--- src/rtl/serial_word_tx_if.sv ---
// Word-in / bit-stream-out bundle for serial_word_tx.
// Handshake: a word transfers on a rising edge where valid_i && ready_o; data_i is
// sampled only then, and valid_i is ignored while ready_o is low.
interface serial_word_tx_if #(
  parameter int WIDTH = 8
);
  logic [WIDTH-1:0] data_i;
  logic             valid_i;
  logic             ready_o;
  logic             x_o;
  logic             bit_valid_o;
  logic             first_o;
  logic             last_o;
  logic             busy_o;

  modport master (
    output data_i, valid_i,
    input  ready_o, x_o, bit_valid_o, first_o, last_o, busy_o
  );

  modport slave (
    input  data_i, valid_i,
    output ready_o, x_o, bit_valid_o, first_o, last_o, busy_o
  );
endinterface

--- src/rtl/serial_word_tx.sv ---
// Parallel-to-serial word transmitter, LSB first, with first/last framing strobes.
// Define SERIAL_TX_NEGATE_EN to emit the two's complement of each word instead of the raw word.
module serial_word_tx #(
  parameter int WIDTH    = 8,
  parameter int IDLE_GAP = 0
) (
  input  logic                 clk,
  input  logic                 reset,
  serial_word_tx_if.slave      bus,
  output logic [1:0]           dbg_state
);

  localparam int             CW       = (WIDTH > 1) ? $clog2(WIDTH) : 1;
  localparam logic [CW-1:0]  LAST_CNT = CW'(WIDTH - 1);
  localparam logic [CW-1:0]  ONE_CNT  = CW'(1);
  localparam logic [3:0]     GAP_LOAD = (IDLE_GAP > 0) ? 4'(IDLE_GAP - 1) : 4'd0;
  localparam bit             NO_GAP   = (IDLE_GAP == 0);

  typedef enum logic [1:0] {
    IDLE  = 2'd0,
    SHIFT = 2'd1,
    GAP   = 2'd2
  } state_t;

  state_t           state;
  logic [WIDTH-1:0] sreg;
  logic [CW-1:0]    cnt;
  logic [3:0]       gap_cnt;
  logic             x_q;
  logic             bit_valid_q;
  logic             first_q;
  logic             last_q;
  logic             busy_q;

  logic last_bit;
  logic ready;
  logic accept;
  logic next_x;

  assign last_bit = (state == SHIFT) && (cnt == LAST_CNT);
  // With no gap the last bit doubles as the accept slot, giving back-to-back words.
  assign ready    = (state == IDLE) || (NO_GAP && last_bit);
  assign accept   = ready && bus.valid_i;

`ifdef SERIAL_TX_NEGATE_EN
  // Serial negation: copy bits up to and including the first 1, invert the rest.
  logic seen_one;
  assign next_x = sreg[1] ^ seen_one;

  always_ff @(posedge clk or negedge reset) begin
    if (!reset) begin
      seen_one <= 1'b0;
    end else if (accept) begin
      seen_one <= bus.data_i[0];
    end else if (state == SHIFT && !last_bit) begin
      seen_one <= seen_one | sreg[1];
    end
  end
`else
  assign next_x = sreg[1];
`endif

  always_ff @(posedge clk or negedge reset) begin
    if (!reset) begin
      state       <= IDLE;
      sreg        <= '0;
      cnt         <= '0;
      gap_cnt     <= '0;
      x_q         <= 1'b0;
      bit_valid_q <= 1'b0;
      first_q     <= 1'b0;
      last_q      <= 1'b0;
      busy_q      <= 1'b0;
    end else if (accept) begin
      // Bit 0 goes straight to the output register so it shows the cycle after accept.
      state       <= SHIFT;
      sreg        <= bus.data_i;
      cnt         <= '0;
      x_q         <= bus.data_i[0];
      bit_valid_q <= 1'b1;
      first_q     <= 1'b1;
      last_q      <= 1'b0;
      busy_q      <= 1'b1;
    end else begin
      case (state)
        IDLE: begin
          busy_q <= 1'b0;
        end
        SHIFT: begin
          if (last_bit) begin
            x_q         <= 1'b0;
            bit_valid_q <= 1'b0;
            first_q     <= 1'b0;
            last_q      <= 1'b0;
            if (NO_GAP) begin
              state  <= IDLE;
              busy_q <= 1'b0;
            end else begin
              state   <= GAP;
              gap_cnt <= GAP_LOAD;
              busy_q  <= 1'b1;
            end
          end else begin
            sreg    <= sreg >> 1;
            cnt     <= cnt + ONE_CNT;
            x_q     <= next_x;
            first_q <= 1'b0;
            last_q  <= ((cnt + ONE_CNT) == LAST_CNT);
          end
        end
        GAP: begin
          if (gap_cnt == 4'd0) begin
            state  <= IDLE;
            busy_q <= 1'b0;
          end else begin
            gap_cnt <= gap_cnt - 4'd1;
          end
        end
        default: begin
          state  <= IDLE;
          busy_q <= 1'b0;
        end
      endcase
    end
  end

  assign bus.ready_o     = ready;
  assign bus.x_o         = x_q;
  assign bus.bit_valid_o = bit_valid_q;
  assign bus.first_o     = first_q;
  assign bus.last_o      = last_q;
  assign bus.busy_o      = busy_q;
  assign dbg_state       = state;

endmodule

--- src/flat_wrapper.sv ---
// flat-port wrapper written by rule: the top's interface ports become plain ports
module serial_word_tx_flat 
#(
  parameter int WIDTH    = 8,
  parameter int IDLE_GAP = 0
)
  (clk, reset, dbg_state, bus_data_i, bus_valid_i, bus_ready_o, bus_x_o, bus_bit_valid_o, bus_first_o, bus_last_o, bus_busy_o);
  serial_word_tx_if #(.WIDTH(WIDTH)) bus_i ();
  input  logic clk;
  input  logic reset;
  output logic [1:0] dbg_state;
  input wire logic [$bits(bus_i.data_i)-1:0] bus_data_i;
  input wire logic [$bits(bus_i.valid_i)-1:0] bus_valid_i;
  output wire logic [$bits(bus_i.ready_o)-1:0] bus_ready_o;
  output wire logic [$bits(bus_i.x_o)-1:0] bus_x_o;
  output wire logic [$bits(bus_i.bit_valid_o)-1:0] bus_bit_valid_o;
  output wire logic [$bits(bus_i.first_o)-1:0] bus_first_o;
  output wire logic [$bits(bus_i.last_o)-1:0] bus_last_o;
  output wire logic [$bits(bus_i.busy_o)-1:0] bus_busy_o;
  assign bus_i.data_i = bus_data_i;
  assign bus_i.valid_i = bus_valid_i;
  assign bus_ready_o = bus_i.ready_o;
  assign bus_x_o = bus_i.x_o;
  assign bus_bit_valid_o = bus_i.bit_valid_o;
  assign bus_first_o = bus_i.first_o;
  assign bus_last_o = bus_i.last_o;
  assign bus_busy_o = bus_i.busy_o;
  serial_word_tx #(.WIDTH(WIDTH), .IDLE_GAP(IDLE_GAP)) u_core (.clk(clk), .reset(reset), .bus(bus_i), .dbg_state(dbg_state));
endmodule
--- config.mk ---
export PLATFORM = sky130hd
export DESIGN_NAME = serial_word_tx_flat
export DESIGN_NICKNAME = d
export VERILOG_FILES = /design/src/rtl/serial_word_tx_if.sv /design/src/rtl/serial_word_tx.sv /design/src/flat_wrapper.sv
export SDC_FILE = /design/constraint.sdc
export NUM_CORES = 1
export LEC_CHECK = 0
export CORE_MARGIN = 3
export CORE_UTILIZATION = 41
export CTS_CLUSTER_DIAMETER = 200
export DETAILED_ROUTE_END_ITERATION = 7
export PLACE_DENSITY = 0.74
export SLEW_MARGIN = 20
export SYNTH_ARGS = -nofsm -noshare
export SYNTH_HDL_FRONTEND = slang
export SYNTH_SLANG_ARGS = --single-unit
export TNS_END_PERCENT = 1
--- constraint.sdc ---
create_clock -name clk -period 1.5 [get_ports clk]
set_clock_uncertainty 0.1 [all_clocks]
set_input_delay 0.225 -clock clk [delete_from_list [all_inputs] [get_ports clk]]
set_output_delay 0.225 -clock clk [all_outputs]
set_load 0.02 [all_outputs]
# Word-level counts from Yosys, hierarchy flattened
# Cells that the tools add are included.
# totals
reg_bits	22
in_bits	11
output_inout_bits	8
elab_cells	57
# classes
addsub	2
n_eq_ne	8
mux	24
bitwise	2
n_reduce_logical	12
# op_table
operator	count
two-way mux 8 bit	3
two-way mux 1 bit	13
two-way mux 3 bit	3
equality test 3 bit (second input constant)	2
two-way mux 2 bit	3
!= test 3 x 1 -> 1 bit (second input constant)	2
case mux 2 bit (3 select lines)	1
AND reduction 2 bit	3
AND reduction 3 bit	2
logical NOT 4 bit	1
nonzero test 2 bit	2
subtractor 4 x 1 -> 4 bit (second input constant)	1
adder 3 x 1 -> 3 bit (second input constant)	1
equality test 2 x 1 -> 1 bit (second input constant)	1
equality test 2 bit (second input constant)	1
logical AND 1 bit	2
logical NOT 2 bit	1
!= test 2 x 1 -> 1 bit (second input constant)	1
!= test 2 bit (second input constant)	1
NOT 1 bit	2
case mux 1 bit (2 select lines)	1
logical OR 1 bit	1

# Logic depth before layout (Yosys ltp)
# Gate-level depths: netlist of the first run.
# logic_depth
ltp_word	6
mapped_depth	7
depth_no_buf	6

# Least setup slack after synthesis of the first run
# Ideal clock, no wire load.
# synth_path
path_type	flip-flop to flip-flop
startpoint	register u_core.cnt[0]
endpoint	register u_core.first_q (netlist: u_core.bus.first_o)
setup_time_ns	0.136
arrival_time_ns	1.225
required_time_ns	1.264
setup_slack_ns	0.039
path_stages_with_launch	8
n_path_buf	1
period_less_slack_ns	1.461
path_cell_list	dfrtp_1 > ha_1 > ha_1 > nor2b_4 > buf_6 > inv_2 > nand2_1 > o21ai_0
# synth_via
elab_chain_len	5
# synth_lines
item	line	text
start, declared	serial_word_tx.sv:27	logic [CW-1:0] cnt;
start signal, assigned	serial_word_tx.sv:105	cnt <= cnt + ONE_CNT;
equality test 3 bit (*)	serial_word_tx.sv:40	assign last_bit = (state == SHIFT) && (cnt == LAST_CNT);
logical AND 1 bit (*)	serial_word_tx.sv:40	
logical OR 1 bit (*)	serial_word_tx.sv:42	assign ready = (state == IDLE) || (NO_GAP && last_bit);
net bus_ready_o	flat_wrapper.sv:14	output wire logic [$bits(bus_i.ready_o)-1:0] bus_ready_o;
logical AND 1 bit (*)	serial_word_tx.sv:43	assign accept = ready && bus.valid_i;
two-way mux 1 bit or nonzero test 2 bit (tied branches)	--	
end signal, assigned	serial_word_tx.sv:71	first_q <= 1'b0;
end signal, assigned	serial_word_tx.sv:81	first_q <= 1'b1;
end signal, assigned	serial_word_tx.sv:93	first_q <= 1'b0;
end, declared	serial_word_tx.sv:31	logic first_q;
# The timed path passes the listed nets; every way through them passes the cells marked *.
# A chain may end at the register's enable or synchronous reset.

# Final worst setup path of the first run
# layout_path
startpoint	register u_core.cnt[0]
endpoint	output port bus_ready_o
# layout_via
elab_chain_len	3
# layout_lines
item	line
equality test 3 bit	serial_word_tx.sv:40
logical AND 1 bit	serial_word_tx.sv:40
logical OR 1 bit	serial_word_tx.sv:42
end, declared	flat_wrapper.sv:14
# No other way between the ends.

==> reports/qor.yml, run 1 <==
detailed_routing:
  drtIter0Drc: 5
  ant_nets: 0
  wl_per_cell_um: 12.7
  dr.pass1.iters: 4
  vias: 556
  viasPerCell: 5.10
  drc: 0
  wl_um: 1390
status:
  violations: "negative setup slack"
  outcome: "complete, but fails checks"
global_routing:
  grt_pass1_wl_um: 2330
  grt_pass1_vias: 547
  grt_overflow: 0
  grt_max_degree: 18
  antenna_found_initial: 0
  grtUsageTotal_pct: 14.8
pwr:
  power.density_nw_per_um2: 1760
  p_leak_uw: 0.000497
  vdd_drop_max_v: 0.00115
floorplanning:
  die_x_um: 47.7
  chipHeight_um: 47.7
  rows: 14
  num_io_pins: 19
  dieArea_um2: 2270
  core_area_um2: 1580
  start_util_pct: 45.2
hold_path:
  min_path_type: "input pin to async pin"
critical_path:
  reg2reg_from: "u_core.cnt[0]"
  critPathLaunchType: "flip-flop"
  worstPathArrival_ns: 1.33
  critPathMaxFanout: 2
  cp-end-kind: "output port"
  rrSetupSlack_ns: 0.01
  path_class: "flip-flop to output port"
  reg2reg_depth: 6
  rr_endpoint: "u_core.cnt[0]"
  worstSetupStartpoint: "u_core.cnt[0]"
  critical_path_required_ns: 1.17
finish:
  diodes: 0
  design_area_um2: 992
  drive_gt1_share_pct: 20.4
  syn_to_final_growth_pct: 39.4
  fillerInstances: 140
  final_cells: 109
  finalNetCount: 108
sta:
  setup_viol: 1
  hold_viol: 0
  report.final.slew_viol_count: 0
  post-route-period-util_pct: 110
  setup_ws_ns: -0.156
  rsz0062_at_grt: "yes"
  finalSetupTns_ns: -0.156
  fmax_mhz: 604
  period_needed_ns: 1.66
placed_design:
  place_area_um2: 921
  dp_cells: 102
  pre_cts_slack_ns: -0.299
  place_hpwl_um: 990
  gp_congestion: 0.738
  portBuffers: 17
yosys:
  synth_cell_types: 20
  netlist_top_cells_count: "dfrtp_1, nand2_1, mux2i_1"
  synth_warnings: 0
  yosysSeqAreaShare_pct: 52.7
  synth_nets: 82
  synth_cells: 68
  synth_top_cell_by_area: "dfrtp_1"
  synth_most_common_cell: "dfrtp_1"
  ys_ff_latch: 15
  synth.avg_cell_area_um2: 10.5
  synth_area_um2: 712
  synth-async-reset-ratio_pct: 100
  synth_area_leaders: "dfrtp_1, mux2i_1, nand2_1"
  synth-edff-count: 0
  synth_ff_type: "dfrtp_1"
  synth_top_area_share_pct: 52.7
clocking:
  cts_tree: "yes"
  insertion_delay_ns: 0.29
  cts_htree_levels: 1
  cts_buffers: 3
  cts.sinks: 15
  cts_buffer_depth: 2
  clockRootBuffer: "clkbuf_4"
  path_clk_slew_ns: 0.10
job:
  cap_violations: 0
per-stage QoR:
step	util, %	hold slack, ns	power (uW)
after detailed placement	58.4	0.361	1440
after global routing	62.9	0.133	1890
after CTS	61.0	0.131	1690
final	62.9	0.136	1740
after floorplan	-	-0.171	1130
after global placement	58.4	0.356	1400
flip-flops by register name, summed over array words and instances, names as in the netlist:
register,count
u_core.bus.first_o,1
u_core.bus.last_o,1
u_core.sreg,7
u_core.bus.x_o,1
u_core.cnt,3
u_core.bus.busy_o,1
u_core.bus.bit_valid_o,1
cells in the final DEF (no fill, tap or decap), drive strengths merged:
cell type and count:
a22oi 1, buf 11, clkbuf 3, clkdlybuf4s15 2, clkdlybuf4s50 10, clkinv 1, conb 1, dfrtp 15
dlygate4sd2 4, ha 3, inv 3, mux2i 7, nand2 14, nand2b 1, nand3 1, nand3b 2
nand4b 1, nor2 2, nor2b 1, o21ai 9, or3 1
cell families (layout without fill, tap and decap cells):
kind of cell / count (synthesis) / after routing / share of synthesized area [%]
AOI/OAI and AO/OA: 10 / 10 / 7.38
adders and majority gates: 3 / 3 / 5.27
buffers and inverters: 9 / 34 / 8.08
DFF: 15 / 15 / 52.7
muxes: 7 / 7 / 9.84
other: 1 / 1 / 0.527
and+or+nand+nor: 23 / 23 / 16.2
power breakdown:
part	internal, uW	switching, uW	leakage, uW	total (uW)
Combinational	421	423	0.000287	845
Sequential	565	101	0.000192	667
Clock	99.1	134	0.0000177	233
Total	1090	659	0.000497	1740
critical path, stage by stage, from the launching register on:
cell     delay (ns)
dfrtp_1        0.42
ha_4           0.18
ha_4           0.16
nor2b_4        0.11
inv_2          0.05
buf_6          0.12
metal layers:
layer / wire length (um) / vias up / GRT usage (%)
met5: 0 / - / 0
met3: 97 / 2 / 6.77
met4: 8 / 0 / 1.61
met1: 583 / 266 / 17.3
met2: 700 / 16 / 25.9
li1: - / 272 / -
how the worst max path moves through the flow:
stage                                    end  slack [ns]  cells past startpoint
after floorplan           u_core.bus.first_o        0.04                      7
after global placement           bus_ready_o       -0.27                      5
after detailed placement         bus_ready_o       -0.30                      5
after CTS                        bus_ready_o       -0.19                      5
after global routing             bus_ready_o       -0.20                      5
final                            bus_ready_o       -0.16                      5
cell type report:
type | count | area [um2] | share of cell area (%)
Timing Repair Buffer | 27 | 254 | 25.6
Clock inverter | 1 | 5.00 | 0.504
Multi-Input combinational cell | 44 | 304 | 30.6
Sequential cell | 15 | 375 | 37.8
Inverter | 3 | 11.3 | 1.13
Clock buffer | 3 | 22.5 | 2.27
Tap cell | 16 | 20.0 | 2.02
repair_timing:
action / in CTS / in global routing
hold buffers: 0 / 0
endpoints found under the setup margin: 9 / 8
gates resized for setup: 14 / 5
cloned: 0 / 0
buffers inserted: 1 / 2
pin swaps: 0 / 2
Power figures use the tool's default switching activity.
==> inputs of run 2 (changes only) <==
--- a/config.mk
+++ b/config.mk
@@ -9,6 +9,7 @@
 export CORE_UTILIZATION = 41
 export CTS_CLUSTER_DIAMETER = 200
 export DETAILED_ROUTE_END_ITERATION = 7
+export GPL_TIMING_DRIVEN = 0
 export PLACE_DENSITY = 0.74
 export SLEW_MARGIN = 20
 export SYNTH_ARGS = -nofsm -noshare
==> run 2 against run 1 <==
Effect of this change: the run still ends with negative setup slack left; wire length increased by 5.2%; first-iteration DRC count increased by 100%; die area unchanged; global-route usage increased by 0.19 points; maximum frequency decreased by 5.3%; worst hold slack improved by 0.063 ns; clock power about the same; critical path depth increased by 1; utilization unchanged; critical path type unchanged; highest routed layer unchanged.
==> reports/qor.yml, run 2 (same netlist as run 1, synthesis figures left out) <==
critical_path:
  critical_path_required_ns: 1.17  # about the same
  path_class: "flip-flop to output port"  # unchanged
  cp-end-kind: "output port"  # unchanged
  worstPathArrival_ns: 1.42  # was 1.33 ns
  critPathLaunchType: "flip-flop"  # unchanged
  critPathMaxFanout: 2  # unchanged
global_routing:
  use_met3_pct: 6.02  # was 6.77%
  grt_max_degree: 16  # was 18
  grt_pass1_wl_um: 2390  # was 2330 um
  grtUsageMet1_pct: 17.0  # was 17.3%
  grtUsageTotal_pct: 15.0  # was 14.8%
  grt_pass1_vias: 599  # was 547
  grt_use_met2_pct: 26.2  # was 25.9%
  antenna_found_initial: 0  # unchanged
  grt_overflow: 0  # unchanged
  grt-busiest-layer: "met2"  # unchanged
finish:
  finalNetCount: 110  # was 108
  diodes: 0  # unchanged
  syn_to_final_growth_pct: 39.4  # unchanged
  fin_util_pct: 62.9  # unchanged
  largestRegisters: "u_core.sreg: 7 flops, u_core.cnt: 3 flops"  # unchanged
  largest_register_ff_count: 7  # unchanged
  mostFrequentLayoutCell: "dfrtp_1"  # unchanged
  drive_gt1_share_pct: 24.2  # was 20.4%
  largest-register: "u_core.sreg"  # unchanged
  mostFrequentLayoutCells: "dfrtp_1, nand2_1, buf_4"  # was dfrtp_1, nand2_1, clkdlybuf4s50_1
detailed_routing:
  vias: 566  # was 556
  drtIter0Drc: 10  # was 5
  viasPerCell: 5.10  # about the same
  drc: 0  # unchanged
  ant_nets: 0  # unchanged
  wl_per_cell_um: 13.2  # was 12.7 um
  wl_um: 1460  # was 1390 um
  dr.pass1.iters: 4  # unchanged
sta:
  whs_ns: 0.199  # was 0.136 ns
  setup_ws_ns: -0.248  # was -0.156 ns
  period_needed_ns: 1.75  # was 1.66 ns
  report.final.slew_viol_count: 0  # unchanged
  rsz0062_at_grt: "yes"  # unchanged
  hold_viol: 0  # unchanged
  setup_viol: 14  # was 1
  finalSetupTns_ns: -1.19  # was -0.156 ns
  tightest_slew_ns: 0.694
  post-route-period-util_pct: 117  # was 110%
  fmax_mhz: 572  # was 604 MHz
  relSlewSlack_pct: 53.6
status:
  outcome: "complete, but fails checks"  # unchanged
  violations: "negative setup slack"  # unchanged
pwr:
  sequentialPowerShare_pct: 36.3  # was 38.2%
  p_int_uw: 1130  # was 1090 uW
  pwr-share-comb_pct: 50.9  # was 48.4%
  switchingPower_uw: 678  # was 659 uW
  power.density_nw_per_um2: 1820  # was 1760 nW/um2
  power_frac_clock_pct: 12.8  # was 13.4%
  vdd_drop_max_v: 0.000831  # was 0.00115 V
  p_leak_uw: 0.000499  # was 0.000497 uW
  netSwitchingFraction_pct: 37.5  # was 37.8%
floorplanning:
  core_area_um2: 1580  # unchanged
  num_io_pins: 19  # unchanged
  chipHeight_um: 47.7  # unchanged
  die_x_um: 47.7  # unchanged
  dieArea_um2: 2270  # unchanged
  rows: 14  # unchanged
  start_util_pct: 45.2  # unchanged
clocking:
  cts_buffers: 3  # unchanged
  cts_htree_levels: 1  # unchanged
  insertion_delay_ns: 0.28  # was 0.29 ns
  clockRootBuffer: "clkbuf_4"  # unchanged
  path_clk_slew_ns: 0.09  # was 0.10 ns
  cts.sinks: 15  # unchanged
  cts_tree: "yes"  # unchanged
  cts_buffer_depth: 2  # unchanged
placed_design:
  portBuffers: 16  # was 17
  gp_congestion: 0.711  # was 0.738
  pre_cts_slack_ns: -0.490  # was -0.299 ns
  place_hpwl_um: 954  # was 990 um
job:
  cap_violations: 0  # unchanged
hold_path:
  min_path_type: "input pin to flip-flop"  # was input pin to async pin
run 2: final cells by class:
cell class / count / area, um2
Fill cell: 138 / 584
Multi-Input combinational cell: 44 / 297
Inverter: 3 / 18.8
Buffer: 6 / 50.0
Tap cell: 16 / 20.0
Timing Repair Buffer: 23 / 205
Sequential cell: 15 / 375
Clock buffer: 4 / 26.3
run 2: worst paths after layout:
path,slack [ns],endpoint,cells after the start,from
max,-0.25,bus_ready_o,6,u_core.cnt[0]
max reg2reg,-0.11,u_core.sreg[4],8,u_core.cnt[0]
min in group asynchronous,0.26,u_core.bus.last_o,1,reset
max in group asynchronous,0.61,u_core.bus.first_o,1,reset
min,0.20,u_core.cnt[0],3,bus_valid_i
min reg2reg,0.38,u_core.bus.last_o,2,u_core.bus.last_o
run 2: per-layer routing:
layer  vias up  part of all wire [%]
li1        276                     -
met1       264                    42
met2        24                    49
met3         2                   8.0
met4         0                  0.55
met5         -                     0
run 2: power by group through the flow:
stage	Sequential [uW]	Combinational (uW)	Clock, uW
after floorplan	710	415	0
after global placement	663	713	0
after detailed placement	670	730	0
after CTS	655	876	237
after global routing	672	1020	259
final	657	921	231
run 2: worst max-delay path, stage by stage (launching register included):
cell     delay (ns)
dfrtp_1        0.40
ha_2           0.20
ha_4           0.16
nor2b_4        0.10
buf_6          0.12
inv_8          0.03
buf_6          0.11
run 2: per-stage QoR:
stage | std cells | total power, uW | instance area (um2)
2_1_floorplan | 68 | 1130 | 712
3_3_place_gp | 100 | 1380 | 892
3_5_place_dp | 100 | 1400 | 892
4_1_cts | 109 | 1770 | 977
5_1_grt | 111 | 1950 | 992
6_report | 111 | 1810 | 992
run 2: timing repair:
action,CTS,global route
resized for setup,21,2
hold buffers,0,0
buffers inserted,5,2
pin swaps,2,2
setup endpoints to repair,19,14
==> inputs of run 3 (changes only) <==
--- a/config.mk
+++ b/config.mk
@@ -9,6 +9,7 @@
 export CORE_UTILIZATION = 41
 export CTS_CLUSTER_DIAMETER = 200
 export DETAILED_ROUTE_END_ITERATION = 7
+export GPL_ROUTABILITY_DRIVEN = 0
 export GPL_TIMING_DRIVEN = 0
 export PLACE_DENSITY = 0.74
 export SLEW_MARGIN = 20
==> results of run 3 <==
No change in the layout: final DEF, timing and power equal those of run 2.
==> variant, RTL diff (flow settings as in run 3) <==
Add a define of `SERIAL_TX_NEGATE_EN`.
--- a/src/rtl/serial_word_tx.sv
+++ b/src/rtl/serial_word_tx.sv
@@ -2,2 +2,4 @@
 // Define SERIAL_TX_NEGATE_EN to emit the two's complement of each word instead of the raw word.
+`define SERIAL_TX_NEGATE_EN
+
 module serial_word_tx #(
Formal check against the unedited RTL: not equivalent (Yosys sat finds a counterexample within 4 cycles, from zero or initial values and one cycle with reset low).
==> variant against run 3 <==
The flow still finishes with violations (setup timing). Fmax shrank 3.1%. Worst setup slack lost 56 ps. First-iteration DRC count shrank 40%. Global-route usage shrank 2.4 points. Sequential cell count grew 1. Critical path type unchanged. Wire length shrank 4.1%. Non-clock buffer count shrank 1. Synthesized area grew 10%. Cell area grew 8.1%. Utilization shrank 2.2 points. Combinational power grew 8.0%. Power grew 6.4%.
==> variant: results (changes against run 3) <==
Layout
  – Nets: 115 (+4.5%)
  – Share of layout cells above drive strength 1: 22.4% (-1.8 points)
  – Fill cells: 155 (+12%)

Synth
  – Adder-cell share of the synthesized area: 6.39% (+1.1 points)
  – Post-Syn Instances: 72 (+5.9%)
  – Proportion of synthesized area in mux cells: 10.2% (+0.38 points)
  – Post-synthesis compound-gate area fraction: 9.11% (+1.7 points)
  – Synth unique cells: 18 (-10%)
  – Top cells by count, synth: dfrtp_1, nand2_1, o21ai_0
  – Mapped Nets: 87 (+6.1%)

Outcome
  – Failing checks: setup timing
  – Status: complete, but fails checks

Drt
  – Met3 WL post-DR: 46 µm (-61%)
  – Met2 routed WL: 700 µm (-2.1%)
  – Initial DRC count: 6 (-4)
  – WL/cell: 11.4 µm (-13%)

Power and ir drop
  – Switching Power: 0.000718 W (+5.9%)
  – Leak: 0.535 nW (+7.2%)

GRT
  – GRT met2 Usage: 20.0% (-6.2 points)
  – Met3 global-route usage: 1.81% (-4.2 points)

Placement
  – HPWL after DPL: 976 µm (+2.3%)
  – PortBufs: 17 (+1)
  – Area after DPL: 987 µm² (+11%)
  – Dpl ws: -533 ps (-43.4 ps)

Timing
  – Setup ws final: -304 ps (-56.5 ps)
  – Finish-stage setup viols: 16 (+2)
-- variant: kinds of logic after synthesis --
logic type                 count (synthesis)
DFF                                       16
other                                      1
adders and majority gates                  4
and+or+nand+nor                           21
muxes                                      8
AOI/OAI and AO/OA                         12
buffers and inverters                     10
-- variant: final timing paths --
| check | endpoint | slack [ps] |
|---|---|---|
| worst max-delay path | bus_ready_o | -300 |
| worst min-delay path | u_core.bus.x_o | 250 |
| worst max register to register | u_core.seen_one | -190 |
| worst min register to register | u_core.bus.last_o | 360 |
| max in group asynchronous | u_core.sreg[7] | 610 |
| min in group clk | u_core.bus.last_o | 360 |
-- variant: area by class of cell --
class                           instances  area [µm²]  area share [%]
Sequential cell                        16         400            37.3
Multi-Input combinational cell         46         328            30.6
Timing Repair Buffer                   23         211            19.7
Buffer                                  5        52.6            4.90
Tap cell                               25        31.3            2.92
Inverter                                5        26.3            2.45
Clock buffer                            3        22.5            2.10
-- variant: power groups by stage --
| stage | combinational, W | sequential [W] | clock (W) |
|---|---|---|---|
| 6_report | 0.000995 | 0.000704 | 0.000226 |
| 3_5_place_dp | 0.000833 | 0.000719 | 0 |
| 4_1_cts | 0.000947 | 0.000705 | 0.000233 |
| 5_1_grt | 0.00111 | 0.000723 | 0.000250 |
| 2_1_floorplan | 0.000492 | 0.000763 | 0 |
| 3_3_place_gp | 0.000813 | 0.000712 | 0 |
-- variant: worst max-delay path: stages (launching register included) --
cell and delay, ps:
dfrtp_1 390, ha_2 200, ha_4 150, and2b_1 190
buf_6 120, inv_8 30, buf_6 110
-- variant: repair_timing --
action / CTS / global route
buffers inserted: 4 / 2
endpoints found under the setup margin: 21 / 16
gates resized for setup: 18 / 2
pin swaps: 2 / 5
